**src/rtl/serial_fa_sched.sv**
```systemverilog
`timescale 1ns/1ps
// serial_fa_sched
// Bit-serial adder controller. A single full-adder cell is stepped over
// WIDTH clock cycles, LSB first. Bits below APPROX_BITS use the approximate
// cell when the request carried approx_en; every other bit uses the exact
// cell. Valid/ready handshakes on both sides.
//
// Ports:
//   clk        clock, rising edge
//   rst        asynchronous active-high reset
//   in_valid   request valid
//   in_ready   high in IDLE only
//   a, b       operands (WIDTH bits)
//   cin        carry into bit 0
//   approx_en  enable approximate cell for bits below APPROX_BITS
//   out_valid  result valid (DONE state)
//   out_ready  consumer accepts result
//   sum        result sum (WIDTH bits), held until the next DONE
//   cout       carry out of bit WIDTH-1, held like sum
//   busy       high in RUN or DONE
module serial_fa_sched #(
  parameter int WIDTH       = 8,
  parameter int APPROX_BITS = 4
) (
  input  logic             clk,
  input  logic             rst,
  input  logic             in_valid,
  output logic             in_ready,
  input  logic [WIDTH-1:0] a,
  input  logic [WIDTH-1:0] b,
  input  logic             cin,
  input  logic             approx_en,
  output logic             out_valid,
  input  logic             out_ready,
  output logic [WIDTH-1:0] sum,
  output logic             cout,
  output logic             busy
);

  localparam int IW = $clog2(WIDTH + 1);
  localparam logic [IW-1:0] LAST_IDX   = IW'(WIDTH - 1);
  localparam logic [IW-1:0] APPROX_LIM = IW'(APPROX_BITS);

  localparam logic [1:0] S_IDLE = 2'd0;
  localparam logic [1:0] S_RUN  = 2'd1;
  localparam logic [1:0] S_DONE = 2'd2;

  logic [1:0]       r_state;
  logic [WIDTH-1:0] r_a_sh;
  logic [WIDTH-1:0] r_b_sh;
  logic [WIDTH-1:0] r_sum_sh;
  logic             r_carry;
  logic [IW-1:0]    r_bit_idx;
  logic             r_approx;
  logic [WIDTH-1:0] r_sum;
  logic             r_cout;

  logic             w_x;
  logic             w_y;
  logic             w_c;
  logic             w_use_approx;
  logic             w_s_exact;
  logic             w_co_exact;
  logic             w_s_apx;
  logic             w_co_apx;
  logic             w_s;
  logic             w_co;
  logic [WIDTH-1:0] w_sum_sh_next;

  assign w_x = r_a_sh[0];
  assign w_y = r_b_sh[0];
  assign w_c = r_carry;

  assign w_s_exact  = w_x ^ w_y ^ w_c;
  assign w_co_exact = (w_x & w_y) | (w_x & w_c) | (w_y & w_c);
  // Approximate cell: only differs from exact at (1,1,0) and (1,1,1).
  assign w_co_apx   = w_c & (w_x | w_y);
  assign w_s_apx    = (w_x | w_y | w_c) & ~w_co_apx;

  assign w_use_approx = r_approx && (r_bit_idx < APPROX_LIM);
  assign w_s  = w_use_approx ? w_s_apx  : w_s_exact;
  assign w_co = w_use_approx ? w_co_apx : w_co_exact;

  // New sum bit enters at the MSB; after WIDTH shifts bit 0 sits at the LSB.
  generate
    if (WIDTH == 1) begin : g_sum_w1
      assign w_sum_sh_next = w_s;
    end else begin : g_sum_wn
      assign w_sum_sh_next = {w_s, r_sum_sh[WIDTH-1:1]};
    end
  endgenerate

  always_ff @(posedge clk or posedge rst) begin
    if (rst) begin
      r_state   <= S_IDLE;
      r_a_sh    <= '0;
      r_b_sh    <= '0;
      r_sum_sh  <= '0;
      r_carry   <= 1'b0;
      r_bit_idx <= '0;
      r_approx  <= 1'b0;
      r_sum     <= '0;
      r_cout    <= 1'b0;
    end else begin
      case (r_state)
        S_IDLE: begin
          if (in_valid) begin
            r_a_sh    <= a;
            r_b_sh    <= b;
            r_carry   <= cin;
            r_approx  <= approx_en;
            r_sum_sh  <= '0;
            r_bit_idx <= '0;
            r_state   <= S_RUN;
          end
        end
        S_RUN: begin
          r_a_sh    <= r_a_sh >> 1;
          r_b_sh    <= r_b_sh >> 1;
          r_sum_sh  <= w_sum_sh_next;
          r_carry   <= w_co;
          r_bit_idx <= r_bit_idx + IW'(1);
          if (r_bit_idx == LAST_IDX) begin
            // Result registers load only here so they stay frozen through
            // DONE and keep the last result while idle.
            r_sum   <= w_sum_sh_next;
            r_cout  <= w_co;
            r_state <= S_DONE;
          end
        end
        S_DONE: begin
          if (out_ready) begin
            r_state <= S_IDLE;
          end
        end
        default: r_state <= S_IDLE;
      endcase
    end
  end

  assign in_ready  = (r_state == S_IDLE);
  assign out_valid = (r_state == S_DONE);
  assign busy      = (r_state != S_IDLE);
  assign sum       = r_sum;
  assign cout      = r_cout;

endmodule

```
**config.mk**
```make
export PLATFORM = sky130hd
export DESIGN_NAME = serial_fa_sched
export DESIGN_NICKNAME = d
export VERILOG_FILES = /design/src/rtl/serial_fa_sched.sv
export SDC_FILE = /design/constraint.sdc
export NUM_CORES = 1
export LEC_CHECK = 0
export ABC_AREA = 1
export CAP_MARGIN = 40
export CORE_AREA = 3 3 63 65
export CTS_BUF_LIST = sky130_fd_sc_hd__clkbuf_4 sky130_fd_sc_hd__clkbuf_8
export CTS_CLUSTER_DIAMETER = 100
export CTS_CLUSTER_SIZE = 30
export DETAILED_ROUTE_END_ITERATION = 10
export DIE_AREA = 0 0 66 68
export PLACE_DENSITY_LB_ADDON = 0.3
export SETUP_SLACK_MARGIN = 0.05
export SYNTH_ARGS = -nofsm -noshare
export SYNTH_HDL_FRONTEND = slang
export SYNTH_SLANG_ARGS = --single-unit
```
**constraint.sdc**
```tcl
create_clock -name clk -period 1.7 [get_ports clk]
set_input_delay 0.34 -clock clk [delete_from_list [all_inputs] [get_ports clk]]
set_output_delay 0.34 -clock clk [all_outputs]
set_load 0.01 [all_outputs]
```
---- After elaboration in Yosys (flattened, before gate mapping) ----
Cells that the tools add are included.
word-level totals
  memory bits (writable) .................. 0
  memory bits (read-only) ................. 0
  logic and storage cells ................. 53
  memories kept ........................... 0
  bits in latches ......................... 0
  input port bits ......................... 22
  register bits after elaboration ......... 41
  output and inout bits ................... 12
cells by class
  reductions and logical operators ........ 8
  equal/unequal tests ..................... 6
  magnitude comparators ................... 1
  add/subtract/negate cells ............... 1
  mux-type cells .......................... 16
  shift-type cells ........................ 0
  div/mod/pow operators ................... 0
  bitwise operators ....................... 12
  multipliers ............................. 0
operators with widths
  operator                                              count
  one-hot mux 8 bit (2 select lines)                    3
  two-way mux 8 bit                                     3
  one-hot mux 4 bit (2 select lines)                    1
  two-way mux 2 bit                                     3
  one-hot mux 2 bit (3 select lines)                    1
  AND reduction 2 bit                                   3
  AND 1 bit                                             5
  adder 4 x 1 -> 4 bit (second input constant)          1
  equality test 4 x 3 -> 1 bit (second input constant)  1
  < comparator 4 x 3 -> 1 bit (second input constant)   1
  two-way mux 4 bit                                     1
  != test 2 bit (second input constant)                 2
  OR 1 bit                                              4
  nonzero test 2 bit                                    2
  two-way mux 1 bit                                     3
  AND reduction 3 bit                                   1
  equality test 2 x 1 -> 1 bit (second input constant)  1
  equality test 2 bit (second input constant)           1
  logical NOT 2 bit                                     1
  != test 2 x 1 -> 1 bit (second input constant)        1
  one-hot mux 1 bit (2 select lines)                    1
  bitwise XOR 1 bit                                     2
  logical AND 1 bit                                     1
  NOT 1 bit                                             1

---- Depth between registers and ports, before layout ----
Gate-level depths: netlist (run 1).
  depth after elaboration ................. 6
  gate-level depth with buffers ........... 8
  gate-level depth less buffers ........... 8

---- Least setup slack after synthesis (run 1) ----
OpenSTA, ideal clock, no wires.
  path kind ............................... register -> register
  from .................................... reg r_a_sh[0]
  to ...................................... reg r_sum_sh[7]
  required time ........................... 1582 ps
  arrival time ............................ 1119 ps
  cell stages (with the launch flop) ...... 9
  path buffers ............................ 0
  slack ................................... 464 ps
  setup time .............................. 118 ps
  period minus slack after synthesis ...... 1236 ps
  path through ............................ dfrtp_1 inv_1 ha_1 inv_1 ha_1 inv_1 nand3_1 nand3_1 nand2_1
between the ends
  word-level cells in the longest chain between the ends .. 6
  elaborated cells on any way between the ends .. 9
  those cells by class .................... mux (2); bitwise (7)
RTL lines
  element                               RTL line  text
  start: declaration                    49        logic [WIDTH-1:0] r_a_sh;
  start signal: assignment              118       r_a_sh <= r_a_sh >> 1;
  OR 1 bit                              77, 78
  AND 1 bit                             77        assign w_co_apx = w_c & (w_x | w_y);
  NOT 1 bit                             78        assign w_s_apx = (w_x | w_y | w_c) & ~w_co_apx;
  AND 1 bit                             78
  two-way mux 1 bit *                   81        assign w_s = w_use_approx ? w_s_apx : w_s_exact;
  one-hot mux 8 bit (2 select lines) *  105       case (r_state)
  end signal: assignment                120       r_sum_sh <= w_sum_sh_next;
  end: declaration                      51        logic [WIDTH-1:0] r_sum_sh;
Every way passes the cells marked *; elsewhere a longest branch is shown, timed or not.
A chain may end at the register's enable or synchronous reset.

---- Worst setup path after layout (run 1) ----
  from .................................... reg r_sum[0] (netlist: sum[0])
  to ...................................... out sum[0]
RTL lines
  element                   RTL line  text
  start: declaration        55        logic [WIDTH-1:0] r_sum;
  start signal: assignment  126       r_sum <= w_sum_sh_next;
  end: declaration          35        output logic [WIDTH-1:0] sum,
No word-level cell between the ends.

==> run summary, run 1 <==
Initial core utilization = 0.533
Core Footprint = 3390 um2
H-Tree Depth = 2
Initial drt markers = 136
Post-Route WL = 3.48 mm
WS Path Type = reg2out
Clock root cell = clkbuf_4
PortBufs = 33
Netlist cell types = 21
Share of layout cells above drive strength 1 = 0.112
Final setup viols = 0
Final hold vios = 0
Worst r2r src = r_a_sh[0]
Final #Nets = 275
Crit-path max FO = 2
Syn Inst Count = 209
Most frequent cell after synthesis = nand2_1
EDFF count, synth = 0
TritonRoute pass-1 iters = 4
CTS Hold Bufs = 0
Top post-synthesis cells by count = nand2_1 (91), dfrtp_1 (40), nand3_1 (24)
I/O pins = 34
F_max = 622 MHz
Skew-Pair Late Insertion Delay = 0.35 ns
Final worst path period share = 0.946
VDD IR max = 0.792 mV
Slew at the pin closest to its max-slew limit = 0.288 ns
Slowest stage delay, CP = 0.54 ns
Critical Path, Cell by Cell = clkdlybuf4s50_1
Die area = 4490 um2
Synthesized cell area = 1810 um2
Register bit total from synthesis = 40
Clock sinks = 40
Die Wd = 66 um
Total CTS buffers = 5
Worst Path Buf+Inv = 1
DPL Wire Length = 2.51 mm
Number of max-cap violations = 0
RSZ-0062 raised after global routing = false
Sequential-to-total area share from yosys stat = 0.554
CP required = 1.36 ns
Fraction of registers with async set/reset = 1.00
Crit path launch type = register
Vias in the first global route = 1,368
CTS tree = built
Status = finished, final reports clean
GR Overflow Total = 0
Row Count = 21
Area Overhead vs Synth = 25.2%
Critical Path Sink Type = primary output
Antenna cells = 0
CTS clock-pin slew for the worst setup and hold paths = 0.12 ns
Initial antenna violation count = 0
GRT Util Overall = 0.178
Via density = 4.94
Vias = 1,461
Slowest cell on the critical path = clkdlybuf4s50_1
GP Congestion = 0.836
Worst min-delay path class = in2async
First-pass GRT wire length = 5.95 mm
Minimum clock period = 1.61 ns
Net Count, Synth = 235
P per Cell Area = 1580 nW/um2
Setup tns final = 0 ns
Largest net degree at the start of global routing = 41
Reg-to-reg setup timing slack = 0.32 ns
Area contributors post-synth = dfrtp_1 (55%), nand2_1 (19%), nand3_1 (6.6%), inv_1 (3.3%), o21ai_2 (2.4%)
Predominant post-synthesis flop cell = dfrtp_1
DRC Markers = 0
Fin util = 0.668
Clock Tree Buf Depth = 2
Detail Route Antenna Nets = 0
Reg-to-reg endpoint = r_sum_sh[7]
Max Slew Vio Count = 0
Critical Path AT = 1.27 ns
Top cell type's share of synthesized area = 0.554
Die extent in y = 68 um
Cell family with most CP delay = buffers and inverters
Synth Warn # = 0
Average routed wire per standard cell = 11.8 um
Leak Pwr = 1.15 nW
R2r worst-path depth = 8
Mean Syn Cell Area = 8.65 um2
Clock Skew = 0.00919 ns
Yosys top cell by area = dfrtp_1
Worst slew margin = 0.808
-- layout by cell type, fill, tap and decap left out, types with 2 or more instances in the layout --
| master | Yosys | final |
|---|---|---|
| buf_4 | 1 | 5 |
| dfrtp_1 | 40 | 39 |
| o21ai_1 | 2 | 2 |
| clkinv_2 | 1 | 3 |
| ha_1 | 3 | 3 |
| o21ai_2 | 5 | 5 |
| inv_2 | 2 | 2 |
| inv_1 | 16 | 16 |
| clkbuf_4 | 0 | 5 |
| o21ai_0 | 7 | 7 |
| clkdlybuf4s50_1 | 0 | 29 |
| nor2_2 | 2 | 2 |
| nand3_1 | 24 | 24 |
| nor2_1 | 4 | 4 |
| nand2_1 | 91 | 91 |
| dlygate4sd2_1 | 0 | 3 |
-- power by group --
part	total, mW	switching [mW]	internal, mW
Clock	0.498	0.301	0.197
Combinational	1.48	0.830	0.647
Sequential	1.59	0.258	1.33
-- how the worst max path moves through the flow --
stage | cells after the start | start | slack [ns] | end
final | 1 | sum[0] | 0.09 | sum[0]
after global routing | 1 | sum[0] | 0.05 | sum[0]
after CTS | 1 | sum[1] | 0.08 | sum[1]
after detailed placement | 5 | in_valid | 0.15 | r_a_sh[0]
after global placement | 2 | r_state[0] | 0.19 | in_ready
after floorplan | 1 | rst | 0.44 | cout
-- layout make-up --
class / count / area (um2)
well taps: 46 / 57.6
inverters: 19 / 72.6
repair buffers: 39 / 387
flip-flops and latches: 40 / 1000
clock buffers: 6 / 51.3
clock inverters: 2 / 10.0
multi-input cells: 144 / 683
fillers: 293 / 1130
-- flip-flops by register name, indices dropped and copies added (netlist names) --
register   flops
cout           1
r_a_sh         8
r_approx       1
r_b_sh         8
r_bit_idx      4
r_carry        1
r_state        2
r_sum_sh       7
sum            8
-- layer usage --
metal	wire, um	part of all wire	GRT usage
met2	1710	0.49	0.300
met4	43	0.012	0.0533
met5	0	0	0
met3	166	0.048	0.0591
met1	1560	0.45	0.219
-- cell families (layout without fill, tap and decap cells) --
group,after synthesis,in the layout,share of synthesized area
buf+inv,25,66,0.0685
simple gates,124,124,0.284
fa+ha+maj,4,4,0.0318
compound gates,16,16,0.0623
flops,40,40,0.554
-- stage by stage --
stage	instance area [um2]	hold slack, ns	worst slack (ns)	std cells	total power [mW]
final	2260	0.329	0.0914	296	3.57
after CTS	2250	0.335	0.0796	295	3.59
after global placement	2190	0.456	0.192	286	3.03
after detailed placement	2190	0.465	0.149	286	3.09
after global routing	2260	0.351	0.0528	296	3.89
after floorplan	1810	0.437	0.442	209	2.57
-- what timing repair did --
action	in CTS	in global routing
setup buffers	1	1
gates resized for setup	4	1
endpoints found under the setup margin	3	1
pin swaps	0	0
Note: power is estimated with default switching activity, not from simulation.
==> run 2: changes to the inputs <==
Settings changed: CORE_AREA 3 3 63 65 to 2 2 72 74, DIE_AREA 0 0 66 68 to 0 0 74 76, PLACE_DENSITY_LB_ADDON 0.3 to default.
==> run 2 against run 1 <==
Effect of this change: worst setup slack improved by 0.030 ns; clock skew decreased by 0.0062 ns; sequential cell count unchanged.
==> run summary, run 2 (same netlist as run 1, synthesis figures left out) <==
DPL Wire Length = 2.32 mm (-7.4%)
GRT Util Overall = 0.143 (-0.0352)
R2r worst-path depth = 6 (-2)
Average routed wire per standard cell = 10.7 um (-8.8%)
Minimum clock period = 1.58 ns (-0.0296 ns)
Final worst path period share = 0.929 (-0.0174)
H-Tree Depth = 2 (unchanged)
Setup tns final = 0 ns (unchanged)
GR Overflow Total = 0 (unchanged)
Reg-to-reg endpoint = r_sum_sh[7]
WS Path Type = reg2out
Final hold vios = 0 (unchanged)
Clock Tree Buf Depth = 2 (unchanged)
Max Slew Vio Count = 0 (unchanged)
Worst r2r src = r_state[0]
Critical Path AT = 1.24 ns (-0.03 ns)
TritonRoute pass-1 iters = 4 (unchanged)
Initial core utilization = 0.368 (-0.165)
Detail Route Antenna Nets = 0 (unchanged)
VDD IR max = 0.798 mV (+0.71%)
Leak Pwr = 1.16 nW (+0.74%)
Largest net degree at the start of global routing = 29 (-29%)
Antenna cells = 0 (unchanged)
GP Congestion = 0.769 (-8.0%)
Vias = 1,432 (-2.0%)
Crit path launch type = register
Cell family with most CP delay = buffers and inverters
Status = finished, final reports clean
Initial antenna violation count = 0 (unchanged)
CTS Hold Bufs = 0 (unchanged)
Initial drt markers = 90 (-34%)
Crit-path max FO = 4 (+2)
Commonest cells after routing, fill and taps aside = nand2_1 (91), dfrtp_1 (39), clkdlybuf4s50_1 (30)
Clock root cell = clkbuf_8
Critical Path Sink Type = primary output
Reg-to-reg setup timing slack = 0.33 ns (about the same)
P per Cell Area = 1620 nW/um2 (+2.8%)
CTS clock-pin slew for the worst setup and hold paths = 0.08 ns (-0.04 ns)
Worst slew margin = 0.734 (-0.0736)
Final setup viols = 0 (unchanged)
Row Count = 26 (+24%)
CP required = 1.36 ns (about the same)
Slowest stage delay, CP = 0.38 ns (-0.16 ns)
First-pass GRT wire length = 6.20 mm (+4.2%)
Clock Skew = 0.00297 ns (-0.00623 ns)
Die extent in y = 76 um (+12%)
Vias in the first global route = 1,402 (+2.5%)
Final #Nets = 276 (+0.36%)
Post-Route WL = 3.44 mm (-1.1%)
Slew at the pin closest to its max-slew limit = 0.398 ns (+0.110 ns)
Total CTS buffers = 5 (unchanged)
DRC Markers = 0 (unchanged)
Worst min-delay path class = in2async
Worst Path Buf+Inv = 3 (+2)
F_max = 633 MHz (+1.9%)
Most common cell after layout, fill and taps aside = nand2_1
Via density = 4.46 (-9.6%)
Clock sinks = 40 (unchanged)
Fin util = 0.482 (-0.186)
Fill cell count = 473 (+61%)
Critical Path, Cell by Cell = buf_4, nor2_4, inv_1, dlygate4sd2_1
Area Overhead vs Synth = 30.9%
Die Wd = 74 um (+12%)
Skew-Pair Late Insertion Delay = 0.29 ns (-0.06 ns)
PortBufs = 33 (unchanged)
Number of max-cap violations = 0 (unchanged)
I/O pins = 34 (unchanged)
Core Footprint = 4910 um2 (+45%)
CTS tree = built
Slowest cell on the critical path = dfrtp_1
RSZ-0062 raised after global routing = false
Share of layout cells above drive strength 1 = 0.116 (+0.00354)
Die area = 5620 um2 (+25%)
## run 2: changes by cell type in the layout (fill, tap and decap cells not counted), sizes merged
cell | before | now
buf | 6 | 7
bufinv | 0 | 1
dlymetal6s2s | 1 | 0
clkdlybuf4s50 | 29 | 30
clkbuf | 6 | 5
clkinvlp | 0 | 1
clkinv | 3 | 2
## run 2: worst register-to-register path, stage by stage (launching register included)
cell and delay (ns):
dfrtp_2 0.44, buf_4 0.16, nand2_2 0.16, clkinv_2 0.12, buf_4 0.22, nand3_1 0.12
nand2_1 0.05
## run 2: power by group
group	leakage (nW)	switching (mW)	internal, mW
logic	0.584	0.815	0.659
clock network	0.0541	0.333	0.434
registers	0.518	0.252	1.34
## run 2: worst max-delay path by stage
stage | startpoint | endpoint | slack (ns) | cells after the start
floorplan | rst | cout | 0.44 | 1
global placement | r_state[0] | in_ready | 0.19 | 2
detailed placement | in_valid | r_b_sh[2] | 0.17 | 5
CTS | r_state[1] | busy | 0.09 | 4
global route | r_state[1] | busy | 0.05 | 4
finish | r_state[1] | busy | 0.12 | 4
## run 2: final cells by class
class                           instances  area [um2]  area share
Tap cell                               70        87.6      0.0370
Sequential cell                        40        1000       0.424
Multi-Input combinational cell        144         688       0.291
Timing Repair Buffer                   40         404       0.171
Clock buffer                            5        68.8      0.0291
Clock inverter                          3        42.5      0.0180
Inverter                               19        72.6      0.0307
## run 2: metrics by stage
step | total power, mW | instance area [um2] | hold slack [ns] | cells | setup WS [ns]
2_1_floorplan | 2.57 | 1810 | 0.437 | 209 | 0.442
3_3_place_gp | 3.05 | 2230 | 0.464 | 310 | 0.192
3_5_place_dp | 3.08 | 2230 | 0.466 | 310 | 0.170
4_1_cts | 3.89 | 2360 | 0.338 | 320 | 0.0874
5_1_grt | 4.22 | 2370 | 0.351 | 321 | 0.0491
6_report | 3.83 | 2370 | 0.330 | 321 | 0.121
## run 2: layer usage
layer	vias up	routed length (um)	part of all wire	GRT usage
li1	732	-	-	-
met1	661	1680	0.49	0.181
met2	33	1550	0.45	0.232
met3	6	166	0.048	0.0423
met4	0	51	0.015	0.0436
met5	-	0	0	0
## run 2: repair_timing
| item | 4_1_cts | 5_1_grt |
|---|---|---|
| setup endpoints to repair | 3 | 1 |
| gates resized for setup | 5 | 0 |
| buffers inserted | 2 | 1 |
==> run 3: changes to the inputs <==
Settings changed: ABC_CLOCK_PERIOD_IN_PS from default to 1700, CELL_PAD_IN_SITES_DETAIL_PLACEMENT from default to 0, CELL_PAD_IN_SITES_GLOBAL_PLACEMENT from default to 1, PLACE_DENSITY_LB_ADDON from default to 0.1.
==> run 3 against run 2 <==
Effect of this change: sequential share of layout area rose by 0.34 points; cell count did not move; worst setup slack got worse by 0.011 ns; critical path depth did not move; global-route usage rose by 0.47 points; count of clock-buffer cells in the layout rose by 1; critical endpoint unchanged; largest power group unchanged; highest routed layer unchanged.
==> run summary, run 3 (same netlist as run 1, synthesis figures left out) <==
GR Overflow Total = 0 (unchanged)
Initial drt markers = 58 (-36%)
Most common cell after layout, fill and taps aside = nand2_1
P per Cell Area = 1590 nW/um2 (-1.5%)
Die Wd = 74 um (unchanged)
VDD IR max = 0.504 mV (-37%)
I/O pins = 34 (unchanged)
Slowest cell on the critical path = dfrtp_1
DPL Wire Length = 2.45 mm (+5.6%)
Max Slew Vio Count = 0 (unchanged)
Slowest stage delay, CP = 0.38 ns (about the same)
Area Overhead vs Synth = 29.8%
Detail Route Antenna Nets = 0 (unchanged)
GRT Util Overall = 0.148 (+0.00472)
Commonest cells after routing, fill and taps aside = nand2_1 (91), dfrtp_1 (39), clkdlybuf4s50_1 (30)
Row Count = 26 (unchanged)
Clock root cell = clkbuf_8
Critical Path, Cell by Cell = buf_4, nor2_4, inv_1, dlygate4sd2_1
Total CTS buffers = 5 (unchanged)
Status = finished, final reports clean
Clock Tree Buf Depth = 2 (unchanged)
Antenna cells = 0 (unchanged)
Initial antenna violation count = 0 (unchanged)
Worst min-delay path class = in2async
Final #Nets = 276 (unchanged)
Final worst path period share = 0.935 (+0.00619)
Skew-Pair Late Insertion Delay = 0.29 ns (about the same)
Hold Slack = 0.398 ns (+0.0679 ns)
PortBufs = 33 (unchanged)
Vias in the first global route = 1,381 (-1.5%)
Placed inst area = 2220 um2 (-0.34%)
CP required = 1.36 ns (about the same)
F_max = 629 MHz (-0.66%)
Final hold vios = 0 (unchanged)
Number of max-cap violations = 0 (unchanged)
GP Congestion = 0.698 (-9.2%)
Die extent in y = 76 um (unchanged)
Slew at the pin closest to its max-slew limit = 0.287 ns (-0.111 ns)
Critical Path Sink Type = primary output
RSZ-0062 raised after global routing = false
Clock Skew = 0.00272 ns (-0.000241 ns)
CTS tree = built
Die area = 5620 um2 (unchanged)
Initial core utilization = 0.368 (unchanged)
TritonRoute pass-1 iters = 4 (unchanged)
Post-Route WL = 3.66 mm (+6.5%)
Minimum clock period = 1.59 ns (+0.0105 ns)
Fin util = 0.478 (-0.00382)
H-Tree Depth = 2 (unchanged)
Final instance area = 2350 um2 (-0.79%)
Clock sinks = 40 (unchanged)
Worst slew margin = 0.809 (+0.0742)
Average routed wire per standard cell = 11.4 um (+6.5%)
Setup tns final = 0 ns (unchanged)
Share of layout cells above drive strength 1 = 0.116 (unchanged)
Via density = 4.51 (+1.1%)
Vias = 1,448 (+1.1%)
DRC Markers = 0 (unchanged)
CTS clock-pin slew for the worst setup and hold paths = 0.08 ns (about the same)
Final setup viols = 0 (unchanged)
Critical Path AT = 1.25 ns (about the same)
Core Footprint = 4910 um2 (unchanged)
Final Total Pwr = 3.74 mW (-2.3%)
First-pass GRT wire length = 6.38 mm (+3.0%)
Leak Pwr = 1.15 nW (-0.30%)
Crit path launch type = register
Largest net degree at the start of global routing = 41 (+41%)
Crit-path max FO = 4 (unchanged)
Fill cell count = 513 (+8.5%)
WS Path Type = reg2out
==> run 3: cell count changes in the layout (fill, tap and decap cells not counted), sizes merged <==
cell / before / now
clkinv: 2 / 3
clkbuf: 5 / 6
bufinv: 1 / 0
clkinvlp: 1 / 0
==> run 3: final cells by class <==
cell class | instances | area, um2 | share of cell area
Clock buffer | 6 | 82.6 | 0.0352
Clock inverter | 2 | 10.0 | 0.00426
Tap cell | 70 | 87.6 | 0.0373
Timing Repair Buffer | 40 | 404 | 0.172
Inverter | 19 | 72.6 | 0.0309
Multi-Input combinational cell | 144 | 688 | 0.293
Sequential cell | 40 | 1000 | 0.427
==> run 3: final timing paths <==
kind / from / end / slack [ns] / cells past startpoint
max: r_state[1] / busy / 0.11 / 4
min: rst / r_a_sh[6] / 0.40 / 3
max reg2reg: r_state[0] / sum[1] / 0.19 / 6
min reg2reg: sum[3] / sum[3] / 0.48 / 2
max in group asynchronous: rst / r_state[0] / 1.10 / 3
min in group clk: sum[3] / sum[3] / 0.48 / 2
==> run 3: metrics by stage <==
step | instances | setup slack [ns]
floorplan | 209 | 0.442
global placement | 309 | 0.173
detailed placement | 309 | 0.145
CTS | 320 | 0.0890
global route | 321 | 0.0503
finish | 321 | 0.111
==> run 3: critical path, delay by kind of cell, from the launching register on <==
kind	cells	cell delay (ns)
AND/OR/NAND/NOR	1	0.12
buffers and inverters	3	0.45
flip-flops	1	0.38
==> run 3: power breakdown <==
group / switching, mW / total (mW) / internal (mW) / leakage [nW]
clock network: 0.331 / 0.655 / 0.324 / 0.0510
logic: 0.829 / 1.50 / 0.667 / 0.584
registers: 0.256 / 1.59 / 1.34 / 0.518
==> run 3: repair_timing <==
action / 4_1_cts / 5_1_grt
buffers inserted: 3 / 1
endpoints found under the setup margin: 3 / 1
hold endpoints to repair: 0 / 0
hold buffers: 0 / 0
resized for setup: 5 / 0
==> run 3: routing by layer <==
layer | share of wire | vias to the layer above | track usage
met4 | 0.016 | 0 | 0.0491
met2 | 0.48 | 35 | 0.237
met1 | 0.46 | 674 | 0.191
li1 | - | 734 | -
met3 | 0.044 | 5 | 0.0397
met5 | 0 | - | 0
